===== src/rtl/ether_tx_arbiter.sv =====
// ether_tx_arbiter: round-robin share of the ether_tx_driver write port.
// Captures one frame from the winning requester, holds it on the driver
// valid/ready port, then waits IFG_CYCLES idle cycles before the next grant.
// Ports:
//   clk, rst (async, active-low)
//   req_valid/req_data/req_ready : NUM_REQ frame sources, ready is a capture pulse
//   tx_drv_wr_data/valid/ready   : registered frame port to ether_tx_driver
//   grant_id                     : requester whose frame is held or last sent
//   busy                         : high whenever the FSM is not IDLE
// Optional (ETHER_TX_ARB_STATS_EN): stat_clr, stat_frames per-requester counters.
module ether_tx_arbiter #(
   parameter int NUM_REQ            = 2,
   parameter int ETH_MAX_FRAME_SIZE = 256,
   parameter int IFG_CYCLES         = 12,
   parameter int STAT_WIDTH         = 16,
   localparam int IDW = (NUM_REQ > 1) ? $clog2(NUM_REQ) : 1
) (
   input  logic                                  clk,
   input  logic                                  rst,
   input  logic [NUM_REQ-1:0]                    req_valid,
   input  logic [NUM_REQ*ETH_MAX_FRAME_SIZE-1:0] req_data,
   output logic [NUM_REQ-1:0]                    req_ready,
   output logic [ETH_MAX_FRAME_SIZE-1:0]         tx_drv_wr_data,
   output logic                                  tx_drv_wr_valid,
   input  logic                                  tx_drv_wr_ready,
   output logic [IDW-1:0]                        grant_id,
   output logic                                  busy
`ifdef ETHER_TX_ARB_STATS_EN
   ,
   input  logic                                  stat_clr,
   output logic [NUM_REQ*STAT_WIDTH-1:0]         stat_frames
`endif
);

   localparam int W  = ETH_MAX_FRAME_SIZE;
   localparam int CW = (IFG_CYCLES > 0) ? $clog2(IFG_CYCLES + 1) : 1;
   localparam logic [CW-1:0] IFG_LD = CW'(IFG_CYCLES);

   typedef enum logic [1:0] {IDLE, SEND, GAP} state_t;

   state_t         state;
   state_t         state_nxt;
   logic [IDW-1:0] rr_ptr;
   logic [IDW-1:0] ptr_nxt;
   logic [IDW-1:0] sel;
   logic           found;
   logic [CW-1:0]  gap_cnt;
   logic           capture;
   logic           accept;

   // Two passes give the wrap-around search: first requesters at or above
   // the pointer, then the ones below it.
   always_comb begin
      sel   = '0;
      found = 1'b0;
      for (int i = 0; i < NUM_REQ; i++) begin
         if (!found && req_valid[i] && (IDW'(i) >= rr_ptr)) begin
            found = 1'b1;
            sel   = IDW'(i);
         end
      end
      for (int i = 0; i < NUM_REQ; i++) begin
         if (!found && req_valid[i]) begin
            found = 1'b1;
            sel   = IDW'(i);
         end
      end
   end

   always_comb begin
      ptr_nxt = '0;
      if (int'(sel) != NUM_REQ - 1)
         ptr_nxt = sel + 1'b1;
   end

   assign capture = (state == IDLE) && found;
   assign accept  = (state == SEND) && tx_drv_wr_ready;
   assign busy    = (state != IDLE);

   always_comb begin
      state_nxt = state;
      unique case (state)
         IDLE: if (found) state_nxt = SEND;
         SEND: begin
            if (tx_drv_wr_ready)
               state_nxt = (IFG_CYCLES == 0) ? IDLE : GAP;
         end
         GAP:  if (gap_cnt <= CW'(1)) state_nxt = IDLE;
         default: state_nxt = IDLE;
      endcase
   end

   always_ff @(posedge clk or negedge rst) begin
      if (!rst) state <= IDLE;
      else      state <= state_nxt;
   end

   always_ff @(posedge clk or negedge rst) begin
      if (!rst) begin
         rr_ptr          <= '0;
         gap_cnt         <= '0;
         tx_drv_wr_data  <= '0;
         tx_drv_wr_valid <= 1'b0;
         req_ready       <= '0;
         grant_id        <= '0;
      end else begin
         req_ready <= '0;
         if (capture) begin
            tx_drv_wr_data  <= req_data[int'(sel)*W +: W];
            tx_drv_wr_valid <= 1'b1;
            grant_id        <= sel;
            req_ready       <= NUM_REQ'(1) << sel;
            rr_ptr          <= ptr_nxt;
         end
         if (accept) begin
            tx_drv_wr_valid <= 1'b0;
            gap_cnt         <= IFG_LD;
         end else if (state == GAP) begin
            gap_cnt <= gap_cnt - 1'b1;
         end
      end
   end

`ifdef ETHER_TX_ARB_STATS_EN
   logic [STAT_WIDTH-1:0] stat_cnt [NUM_REQ];

   // Clear has priority over a same-cycle accept; counters stick at all-ones.
   always_ff @(posedge clk or negedge rst) begin
      if (!rst) begin
         for (int i = 0; i < NUM_REQ; i++) stat_cnt[i] <= '0;
      end else if (stat_clr) begin
         for (int i = 0; i < NUM_REQ; i++) stat_cnt[i] <= '0;
      end else begin
         for (int i = 0; i < NUM_REQ; i++) begin
            if (accept && (int'(grant_id) == i) && (stat_cnt[i] != '1))
               stat_cnt[i] <= stat_cnt[i] + 1'b1;
         end
      end
   end

   always_comb begin
      stat_frames = '0;
      for (int i = 0; i < NUM_REQ; i++)
         stat_frames[i*STAT_WIDTH +: STAT_WIDTH] = stat_cnt[i];
   end
`endif

endmodule


===== config.mk =====
export PLATFORM = sky130hd
export DESIGN_NAME = ether_tx_arbiter
export DESIGN_NICKNAME = d
export VERILOG_FILES = /design/src/rtl/ether_tx_arbiter.sv
export SDC_FILE = /design/constraint.sdc
export NUM_CORES = 1
export LEC_CHECK = 0
export ABC_AREA = 1
export BUFFER_PORTS_ARGS = -buffer_cell sky130_fd_sc_hd__buf_2
export CORE_AREA = 2 2 303 305
export DETAILED_ROUTE_END_ITERATION = 10
export DIE_AREA = 0 0 305 307
export GPL_TIMING_DRIVEN = 0
export PLACE_DENSITY_LB_ADDON = 0.25
export SYNTH_ARGS = -nofsm -noshare
export SYNTH_HDL_FRONTEND = slang
export SYNTH_SLANG_ARGS = --single-unit

===== constraint.sdc =====
create_clock -name clk -period 1.4 [get_ports clk]
set_input_delay 0.21 -clock clk [delete_from_list [all_inputs] [get_ports clk]]
set_output_delay 0.21 -clock clk [all_outputs]
set_load 0.02 [all_outputs]

; Yosys cells after proc, flatten, opt, wreduce, memory -nomap -nowiden
; Cells that the tools add are included.
; Widths: inputs -> output; s select.
[word_totals]
reg_bits = 267
latch_bits = 0
ram_bits = 0
rom_bits = 0
inputBits = 517
out_inout_bits = 261
wordCells = 51
n_memories = 0
[op_classes]
add_sub_neg = 2
n_mul = 0
div = 0
order_cmp = 3
n_eq_ne = 5
shift = 2
muxes = 17
bitwise_logic = 0
n_reduce_logical = 15
[op_table]
columns = operator, n
row1 = $shiftx 512x10->256, 1
row2 = $mux 1, 10
row3 = $mux 2, 4
row4 = $mux 4, 2
row5 = $logic_and 1x1->1, 7
row6 = $ne 2x2->1 const B, 3
row7 = $pmux 2 s3, 1
row8 = $reduce_bool 2->1, 3
row9 = $le 4x1->1 const B, 1
row10 = $sub 4x1->4 const B, 1
row11 = $logic_not 1->1, 3
row12 = $reduce_and 3->1, 1
row13 = $eq 2x1->1 const B, 1
row14 = $eq 2x2->1 const B, 1
row15 = $ge 1x1->1 const A, 2
row16 = $logic_not 2->1, 1
row17 = $shl 1x1->2 const A, 1
row18 = $add 1x1->1 const B, 1

; Longest topological paths before layout
[logic_depth]
ltp_word = 16
mapped_depth = 7
mapped_depth_nobuf = 5

; Worst setup path before layout
; Ideal clock, no wire load.
[synth_path]
path_kind = reg2reg
startpoint = register state[0]
endpoint = register tx_drv_wr_data[156]
setup_time_ps = 69
arrival_ps = 1333
required_time_ps = 1331
slack_ps = -2
path_stages_with_launch = 8
path_buffers = 2
synth_period_minus_slack_ps = 1402
path_cell_list = dfrtp_1 inv_2 nand2_1 nor2_4 buf_2 buf_2 nand3_1 nand3_1
[synth_via]
elab_chain_cells = 2
[synth_lines]
columns = item, line
row1 = start: declaration, 41  ; state_t state;
row2 = start signal: assignment, 95  ; else state <= state_nxt;
row3 = $logic_not 2->1, 76  ; assign capture = (state == IDLE) && found;
row4 = $logic_and 1x1->1, 76
row5 = end signal: assignment, 109  ; tx_drv_wr_data <= req_data[int'(sel)*W +: W];
row6 = end: declaration, 23  ; output logic [ETH_MAX_FRAME_SIZE-1:0] tx_drv_wr_data,
; Every way passes these cells.
; A chain may end at the register's enable or synchronous reset.

; Worst setup path in the final report
[layout_path]
startpoint = input req_valid[1]
endpoint = register tx_drv_wr_data[60]
[layout_via]
elab_chain_cells = 10
elab_cells_between_ends = 14
classes_between = 1 x shift / 6 x mux / 7 x reduce/logical
[layout_lines]
columns = item, line
row1 = start: declaration, 20  ; input logic [NUM_REQ-1:0] req_valid,
row2 = $logic_and 1x1->1 (2 in series), 57  ; if (!found && req_valid[i] && (IDW'(i) >= rr_ptr)) begin
row3 = $mux 1, 57
row4 = $logic_not 1->1, 63  ; if (!found && req_valid[i]) begin
row5 = $logic_and 1x1->1, 63
row6 = $mux 1, 63
row7 = $logic_not 1->1, 63
row8 = $logic_and 1x1->1, 63
row9 = $mux 1, 63
row10 = $shiftx 512x10->256 / $logic_and 1x1->1 (equally long branches), "109, 76"
; Parallel ways exist; a longest one is shown, timed or not.

==> metrics.txt <==
Root Driver clkbuf_16; Post-Route WL 81.1 mm; initial antenna violation count 8; setup total negative slack -19.17 ns; Post-DRT Antenna Nets 0; First-pass DRT Iterations 5; Reg2Reg Setup Slack -0.17 ns; cell count after synthesis 1502; static leakage 12.5 nW; Critical Path AT 2.08 ns; Core Box Area 90700 sq um; Post-synth EDFFs 0; Setup crit end tx_drv_wr_data[60]$_DFFE_PN0P_; Remaining Overflow, GRT 0; cells taking the most area after synthesis dfrtp_1, nand3_1, nand4_1, nand2_1, buf_2; layout cells sized above 1 0.382; vias 17720; IO Pins 778; Max IR drop VDD 0.980 mV; crit path cell chain buf_2 > buf_2 > clkbuf_1 > nand4_1 > nand3_1; clk buf depth 3; Port-buffer cells 776; DR DRC count 0; Crit path depth 5; die height 307 microns; synth unique cells 22; Initial Util 0.141; r2r worst-path depth 8; die area 93600 sq um; largest net degree at the start of global routing 102; syn_nets 2021; pwr/cell area 2030 nW/um^2; actual slew at the worst max-slew pin 0.858 ns; Seq/Total Area, Yosys 0.522; Worst-Skew Late Latency 0.54 ns; Yosys top cell area share 0.522; crit-path max FO 10; ys async rst share 1.00; delay of the slowest critical-path stage 0.54 ns; final setup margin -0.214 ns; fin nets 3366; failing checks negative setup slack; top-count cell post-synth nand3_1; Worst Skew 0.0102 ns; Slowest cell on crit path clkbuf_1; max-slew violation total from the final report 0; Yosys warnings 0; Min Hold Slack 0.0262 ns; Overall Power 52.8 mW; max frequency 0.620 GHz; max-cap viol count 0; Top delay family on crit path buffers and inverters; Fin. Hold Viols 0; most common library cells after synthesis nand3_1, dfrtp_1, nand2_1, nand4_1, buf_2; status finished, violations left; clock transition at the registers of the reported paths 0.06 ns; vias in the first global route 18390; CP Launch Point req_valid[1]; gr usage total 0.162; WP data required 1.86 ns; Via density 4.36; ys flop type dfrtp_1; die width 305 microns; utilization after layout 0.288; Critical R2R Launch state[1]$_DFFE_PN0P_; final-report setup violation count 222; RSZ-0062 raised after global routing true; fill count 9726; capturing point of the worst reg2reg path tx_drv_wr_data[46]$_DFFE_PN0P_; mapped cell area 12800 sq um; synthesis-to-finish area growth 104%; CTS Sinks 267; total CTS buffers 36; Avg WL per Cell 20.0 microns; htree depth 2; Crit Path Category input pin to flop; critical path buffer and inverter count 3; CTS tree yes; HPWL Detailed 58.2 mm; Place WS -0.991 ns; Final min period 1.61 ns; period utilization 1.15; GP Congestion 0.883; average cell area after synthesis 8.52 sq um; max_slew headroom 0.428; CP Launch Type input pin; initial drt markers 1237; cell taking the most area after synthesis dfrtp_1; flops & latches, synth 267; Worst setup EP type flop; most used cell, CP buf_2; first-pass GRT wire length 115 mm; row count 111; Hold/Removal Path Class input pin to flop
-- worst min path at each step --
stage	start	endpoint	slack, ns	cells after the start
floorplan	rst	gap_cnt[0]$_DFFE_PN0P_	-0.09	0
global placement	tx_drv_wr_ready	state[0]$_DFFE_PN0P_	0.41	2
detailed placement	rst	tx_drv_wr_data[112]$_DFFE_PN0P_	0.24	1
CTS	req_data[395]	tx_drv_wr_data[139]$_DFFE_PN0P_	0.009	3
global route	req_data[395]	tx_drv_wr_data[139]$_DFFE_PN0P_	0.03	3
finish	req_data[395]	tx_drv_wr_data[139]$_DFFE_PN0P_	0.03	3
-- registers in the layout, summed over array words and instances, names as in the netlist --
name / cells
tx_drv_wr_data: 256
rr_ptr: 1
tx_drv_wr_valid: 1
grant_id: 1
req_ready: 2
gap_cnt: 4
state: 2
-- worst register-to-register path: stages, from the launching register on --
cell and delay (ns):
dfrtp_2 0.44, inv_2 0.10, nand2_4 0.08, nor2_4 0.12, buf_12 0.18, buf_16 0.20
buf_8 0.20, nand3_4 0.10, nand3_2 0.09
-- timing repair --
action | 4_1_cts | 5_1_grt
pin swaps | 12 | 16
endpoints found under the hold margin | 324 | 0
hold buffers | 503 | 0
cloned | 2 | 9
gates resized for setup | 223 | 146
endpoints found under the setup margin | 278 | 346
buffers inserted | 11 | 4
-- final cells by class --
| class | instances | area, sq um | area share |
|---|---|---|---|
| Clock buffer | 55 | 1060 | 0.0408 |
| Multi-Input combinational cell | 1059 | 5880 | 0.226 |
| Sequential cell | 267 | 6680 | 0.256 |
| Inverter | 7 | 26.3 | 0.00101 |
| Buffer | 169 | 1480 | 0.0568 |
| Antenna cell | 4 | 10.0 | 0.000384 |
| Tap cell | 1186 | 1480 | 0.0569 |
| Timing Repair Buffer | 1307 | 9410 | 0.361 |
| Clock inverter | 6 | 38.8 | 0.00149 |
-- power by group --
part,internal (mW),switching [mW]
clock,5.22,3.79
sequential,11.6,2.28
combinational,11.3,18.6
total,28.2,24.7
-- cell usage in the layout, fill, tap and decap left out, types with 8 or more instances in the layout --
cell type      instances
clkbuf_8              10
buf_6                 30
nand3_1              428
nand4_1              257
nand3_4               11
buf_4                 50
buf_8                 20
clkbuf_16             47
clkbuf_2              24
buf_12                 8
nand2_1              264
clkbuf_1              34
dlygate4sd3_1        503
buf_2                789
dfrtp_1              266
clkbuf_4               9
nand3_2               77
-- cells by family after synthesis --
| kind of cell | after synthesis | share of synthesized area |
|---|---|---|
| AOI/OAI and AO/OA | 8 | 0.00391 |
| adders and majority gates | 2 | 0.00196 |
| buffers and inverters | 176 | 0.0624 |
| DFF | 267 | 0.522 |
| and+or+nand+nor | 1049 | 0.410 |
-- through the flow --
step | area, sq um | instances
floorplan | 12800 | 1502
global placement | 18200 | 3464
detailed placement | 18200 | 3466
CTS | 25200 | 4043
global route | 26100 | 4058
finish | 26100 | 4060
-- layer usage --
layer,part of all wire,track usage,up-vias
li1,-,-,8150
met1,0.38,0.179,8435
met2,0.49,0.281,887
met3,0.076,0.0434,240
met4,0.058,0.0919,8
met5,0.00063,0,-
Note: power is estimated with default switching activity, not from simulation.
